$ cat config.mk
export PLATFORM = sky130hd
export DESIGN_NAME = vga_sync_ctrl_flat
export DESIGN_NICKNAME = d
export VERILOG_FILES = /design/src/rtl/vga_sync_ctrl_if.sv /design/src/rtl/vga_sync_ctrl.sv /design/src/flat_wrapper.sv
export SDC_FILE = /design/constraint.sdc
export NUM_CORES = 1
export LEC_CHECK = 0
export BUFFER_PORTS_ARGS = -buffer_cell sky130_fd_sc_hd__buf_2
export CAP_MARGIN = 20
export CORE_UTILIZATION = 54
export DETAILED_ROUTE_END_ITERATION = 8
export HOLD_SLACK_MARGIN = 0.03
export PLACE_DENSITY_LB_ADDON = 0.08
export SYNTH_ARGS = -nofsm -noshare
export SYNTH_HDL_FRONTEND = slang
export SYNTH_SLANG_ARGS = --single-unit
$ cat constraint.sdc
create_clock -name clk -period 3.2 [get_ports clk]
set_input_delay 0.32 -clock clk [delete_from_list [all_inputs] [get_ports clk]]
set_output_delay 0.32 -clock clk [all_outputs]
set_load 0.05 [all_outputs]
$ cat src/rtl/vga_sync_ctrl_if.sv
// VGA timing bundle: sync, blanking, tick and pixel coordinates
// produced by the timing controller for the text and RGB stages.
interface vga_sync_ctrl_if;
  logic       hsync;
  logic       vsync;
  logic       video_on;
  logic       p_tick;
  logic [9:0] pixel_x;
  logic [9:0] pixel_y;
  logic       frame_start;

  modport master (
    output hsync, vsync, video_on, p_tick, pixel_x, pixel_y, frame_start
  );

  modport slave (
    input hsync, vsync, video_on, p_tick, pixel_x, pixel_y, frame_start
  );
endinterface

$ cat src/rtl/vga_sync_ctrl.sv
// VGA timing controller: pixel-tick divider, horizontal/vertical
// counters, registered sync/blank decode and a frame-start strobe.
module vga_sync_ctrl #(
  parameter int H_DISPLAY = 640,
  parameter int H_FRONT   = 16,
  parameter int H_SYNC    = 96,
  parameter int H_BACK    = 48,
  parameter int V_DISPLAY = 480,
  parameter int V_FRONT   = 10,
  parameter int V_SYNC    = 2,
  parameter int V_BACK    = 33,
  parameter int TICK_DIV  = 4
) (
  input  logic            clk,
  input  logic            rst,
  vga_sync_ctrl_if.master vga
);

  localparam int H_TOTAL = H_DISPLAY + H_FRONT + H_SYNC + H_BACK;
  localparam int V_TOTAL = V_DISPLAY + V_FRONT + V_SYNC + V_BACK;
  localparam int DIV_W   = (TICK_DIV > 1) ? $clog2(TICK_DIV) : 1;

  localparam logic [9:0]       H_LAST   = 10'(H_TOTAL - 1);
  localparam logic [9:0]       V_LAST   = 10'(V_TOTAL - 1);
  localparam logic [9:0]       H_VIS    = 10'(H_DISPLAY);
  localparam logic [9:0]       V_VIS    = 10'(V_DISPLAY);
  localparam logic [9:0]       HS_START = 10'(H_DISPLAY + H_FRONT);
  localparam logic [9:0]       HS_END   = 10'(H_DISPLAY + H_FRONT + H_SYNC);
  localparam logic [9:0]       VS_START = 10'(V_DISPLAY + V_FRONT);
  localparam logic [9:0]       VS_END   = 10'(V_DISPLAY + V_FRONT + V_SYNC);
  localparam logic [DIV_W-1:0] DIV_LAST = DIV_W'(TICK_DIV - 1);

  logic [DIV_W-1:0] div_q, div_nxt;
  logic [9:0]       x_q, x_nxt;
  logic [9:0]       y_q, y_nxt;
  logic             tick_q, hsync_q, vsync_q, video_q, frame_q;
  logic             frame_wrap;

  // Next-state divider and counters; counters only move at the edge
  // that closes a p_tick cycle.
  always_comb begin
    div_nxt    = (div_q == DIV_LAST) ? '0 : div_q + 1'b1;
    x_nxt      = x_q;
    y_nxt      = y_q;
    frame_wrap = 1'b0;
    if (tick_q) begin
      if (x_q == H_LAST) begin
        x_nxt = '0;
        if (y_q == V_LAST) begin
          y_nxt      = '0;
          frame_wrap = 1'b1;
        end else begin
          y_nxt = y_q + 1'b1;
        end
      end else begin
        x_nxt = x_q + 1'b1;
      end
    end
  end

  // Registered state; decoded outputs use next-state counters so they
  // change on the same edge as pixel_x/pixel_y.
  always_ff @(posedge clk or negedge rst) begin
    if (!rst) begin
      div_q   <= '0;
      x_q     <= '0;
      y_q     <= '0;
      tick_q  <= 1'b0;
      hsync_q <= 1'b1;
      vsync_q <= 1'b1;
      video_q <= 1'b0;
      frame_q <= 1'b0;
    end else begin
      div_q   <= div_nxt;
      x_q     <= x_nxt;
      y_q     <= y_nxt;
      tick_q  <= (div_nxt == DIV_LAST);
      hsync_q <= !((x_nxt >= HS_START) && (x_nxt < HS_END));
      vsync_q <= !((y_nxt >= VS_START) && (y_nxt < VS_END));
      video_q <= (x_nxt < H_VIS) && (y_nxt < V_VIS);
      frame_q <= frame_wrap;
    end
  end

  assign vga.hsync       = hsync_q;
  assign vga.vsync       = vsync_q;
  assign vga.video_on    = video_q;
  assign vga.p_tick      = tick_q;
  assign vga.pixel_x     = x_q;
  assign vga.pixel_y     = y_q;
  assign vga.frame_start = frame_q;

endmodule

$ cat src/flat_wrapper.sv
// flat-port wrapper written by rule: the top's interface ports become plain ports
module vga_sync_ctrl_flat 
#(
  parameter int H_DISPLAY = 640,
  parameter int H_FRONT   = 16,
  parameter int H_SYNC    = 96,
  parameter int H_BACK    = 48,
  parameter int V_DISPLAY = 480,
  parameter int V_FRONT   = 10,
  parameter int V_SYNC    = 2,
  parameter int V_BACK    = 33,
  parameter int TICK_DIV  = 4
)
  (clk, rst, vga_hsync, vga_vsync, vga_video_on, vga_p_tick, vga_pixel_x, vga_pixel_y, vga_frame_start);
  vga_sync_ctrl_if vga_i ();
  input  logic clk;
  input  logic rst;
  output wire logic [$bits(vga_i.hsync)-1:0] vga_hsync;
  output wire logic [$bits(vga_i.vsync)-1:0] vga_vsync;
  output wire logic [$bits(vga_i.video_on)-1:0] vga_video_on;
  output wire logic [$bits(vga_i.p_tick)-1:0] vga_p_tick;
  output wire logic [$bits(vga_i.pixel_x)-1:0] vga_pixel_x;
  output wire logic [$bits(vga_i.pixel_y)-1:0] vga_pixel_y;
  output wire logic [$bits(vga_i.frame_start)-1:0] vga_frame_start;
  assign vga_hsync = vga_i.hsync;
  assign vga_vsync = vga_i.vsync;
  assign vga_video_on = vga_i.video_on;
  assign vga_p_tick = vga_i.p_tick;
  assign vga_pixel_x = vga_i.pixel_x;
  assign vga_pixel_y = vga_i.pixel_y;
  assign vga_frame_start = vga_i.frame_start;
  vga_sync_ctrl #(.H_DISPLAY(H_DISPLAY), .H_FRONT(H_FRONT), .H_SYNC(H_SYNC), .H_BACK(H_BACK), .V_DISPLAY(V_DISPLAY), .V_FRONT(V_FRONT), .V_SYNC(V_SYNC), .V_BACK(V_BACK), .TICK_DIV(TICK_DIV)) u_core (.clk(clk), .rst(rst), .vga(vga_i));
endmodule
==> results.md <==
- Status: complete, no violations
- Main synth FF type: dfrtp_1
- Hold EP: u_core.div_q[0]
- Netlist cell types: 40
- CTS tree: done
- All-Layer GR Usage: 23.7%
- Drt pass-1 iters: 4
- DIE AREA: 2810 um2
- Post-synth EDFFs: 0
- Initial antenna violation count: 0
- Crit path time final: 2.63 ns
- Top-count cell post-synth: dfrtp_1
- Die H: 53.0 um
- Synthesized area per cell: 9.89 um2
- Maximum clock insertion buffer count: 2
- Pre-CTS setup slack: around 0.60 ns
- Initial Utilization: 56.7%
- Avg WL per Cell: around 15 um
- DRT Wirelength: 2940 um
- Fin crit share: 82.0%
- Total gr overflow: 0
- DIE WIDTH: about 53 um
- Synth async-reset ratio: 100%
- CTS clk-pin slew, worst paths: between 0.1 and 0.15 ns
- Syn-to-layout area delta: 13.5%
- Commonest cells in the netlist: dfrtp_1 (25), nor2_1 (12), nand2_1 (10), nand3_1 (9)
- IO Pins: 27
- Fmax: roughly 380 MHz
- Hold Crit Class: reg -> reg
- Via/cell ratio: roughly 5.8
- Synth Register Bits: 27
- Setup WS post-layout: 0.575 ns
- Area leader, netlist: dfrtp_1
- Met3 WL post-DR: between 90 and 100 um
- Largest fanout on the critical path: 11
- Seq/Total Area, Yosys: 48.3%
- Cell row count: 18
- Vias: between 1k and 1.5k
- Hold slack: 0.476 ns
- Fin nets: 178
- CP Launch Type: flip-flop
- HPWL after DPL: ~2100 um
- Critical R2R Launch: u_core.vga.pixel_x[5]
- Skew final: slightly above 0.008 ns
- Worst path arrival time: 2.89 ns
- Worst Path Required: approximately 3.5 ns
- Share of layout cells above drive strength 1: between 20 and 25%
- Setup-failing EPs final: 0
- Top Layer Used: met4
- Reg2reg end: u_core.vga.vsync
- Final Wtd Congestion: about 0.88
- Cells on worst reg2reg path: 5
- Peak supply drop: approximately 0.3 mV
- Vias in the first global route: 1,062
- Worst R2R Setup Slack: 0.57 ns
- Post-CTS Repair Setup Buffers: 0
- Placed cells: 195
- Post-route non-filler standard cell count: 200
- IO Port Bufs: 26
- Pleak: around 0.75 nW
- Core footprint: 2480 um2
- Worst-Margin Slew: 0.584 ns
- Clock sinks: 27
- Min-delay src: u_core.div_q[0]
- Initial drt markers: 17
- Clock Root Buffer: clkbuf_4
- Clk_lat worst skew: 0.33 ns
- FILL cells: 226
- Routed Antenna Nets: 0
- Metal-1 WL: 1420 um
- First-pass GRT wire length: 4690 um
- Final count of hold timing violations: 0
- P per Cell Area: 312 nW/um2
- CP Class: reg -> reg
- Routed wl met2: 1380 um
- Slew margin rel.: approximately three fifths
- Synthesized net count: ~150
- RSZ-0062 raised after global routing: no
- Synth area leaders: dfrtp_1 (45%), xnor2_1 (5.0%), ha_1 (4.5%)
- Setup crit end kind: flip-flop
- Final TNS setup: 0 ns
- Yosys top cell area share: 44.6%
- N_diodes: 0
- TritonCTS buffer count: 3
- WHS Path Cells: 1
- Post-synthesis cell area: 1400 um2
- Max Slew Vio Count: 0
- Syn Inst Count: 142
- Level count of the clock H-tree: 1
- Ys Warns: 0
- Max_cap viols: 0
- Largest net degree at the start of global routing: 28
- DRC: 0
[what timing repair did]
| item | in CTS | in global routing |
|---|---|---|
| resized for setup | 0 | 0 |
| hold endpoints to repair | 25 | 0 |
| hold buffers | 1 | 0 |
[final cells by class]
cell class                 count  area, um2  area share [%]
timing repair buffer          29        155            9.73
inverter                       7       26.3            1.65
sequential                    27        678            42.5
clock buffer                   3       22.5            1.41
clock inverter                 1       5.00           0.314
multi-input combinational    103        669            42.0
tap                           30       37.5            2.35
[critical path, stage by stage (launching register included)]
cell and delay [ns]:
dfrtp_1 0.50, or4b_1 0.68, or3_4 0.45, or4_4 0.53, a211oi_2 0.26, nand4b_1 0.13
[cell usage in the layout (no fill, tap or decap), types with 2 or more instances in the layout]
master,count
xor2_1,2
dfrtp_1,25
mux2i_1,2
nand2_1,10
and3_1,2
inv_1,7
o211ai_1,2
o21ai_0,5
buf_2,26
nand3_1,9
a21oi_1,3
xnor2_1,8
ha_1,5
o21ai_1,2
nand4_1,8
nor4_1,5
nor3_1,7
buf_4,2
dfstp_2,2
clkbuf_4,3
or3_1,3
nor2_1,12
[sequential cells by signal, indices dropped and copies added, names as in the netlist]
| register | flops |
|---|---|
| u_core.vga.video_on | 1 |
| u_core.vga.pixel_x | 10 |
| u_core.vga.p_tick | 1 |
| u_core.vga.hsync | 1 |
| u_core.vga.pixel_y | 10 |
| u_core.vga.vsync | 1 |
| u_core.vga.frame_start | 1 |
| u_core.div_q | 2 |
[cells by family after synthesis]
logic type                 count (synthesis)  synth area share, %
buffers and inverters                     12                 4.01
DFF                                       27                 48.3
AOI/OAI and AO/OA                         21                 10.2
adders and majority gates                  5                 4.46
xor gates and xnor gates                  10                 6.24
and+or+nand+nor                           64                 24.5
muxes                                      3                 2.23
[worst max path at each step]
stage,startpoint,end,slack (ns),cells past startpoint
6_report,u_core.vga.pixel_x[5],u_core.vga.vsync,0.57,5
5_1_grt,u_core.vga.pixel_x[5],u_core.vga.video_on,0.36,5
4_1_cts,u_core.vga.pixel_x[5],u_core.vga.video_on,0.58,5
3_5_place_dp,u_core.vga.pixel_x[5],u_core.vga.video_on,0.60,5
3_3_place_gp,u_core.vga.pixel_x[5],u_core.vga.video_on,0.67,5
2_1_floorplan,u_core.vga.pixel_x[4],u_core.vga.video_on,0.41,7
[report_power, final]
| part | leakage [nW] | switching, W | internal (W) |
|---|---|---|---|
| Combinational | 0.377 | 0.00000631 | 0.00000123 |
| Sequential | 0.351 | 0 | 0.000341 |
| Clock | 0.0177 | 0.000101 | 0.0000470 |
[metal layers]
| metal | global-route usage [%] | up-vias |
|---|---|---|
| met5 | 0 | - |
| met4 | 9.21 | 0 |
| met3 | 3.45 | 5 |
| met2 | 40.3 | 30 |
| met1 | 30.2 | 556 |
| li1 | - | 571 |
[through the flow]
stage / power [W] / util [%] / area (um2)
global placement: 0.000355 / 62.8 / 1560
global route: 0.000513 / 64.3 / 1590
CTS: 0.000502 / 64.3 / 1590
finish: 0.000497 / 64.3 / 1590
floorplan: 0.000348 / - / 1400
detailed placement: 0.000355 / 62.8 / 1560
Note: power is estimated with default switching activity, not from simulation.
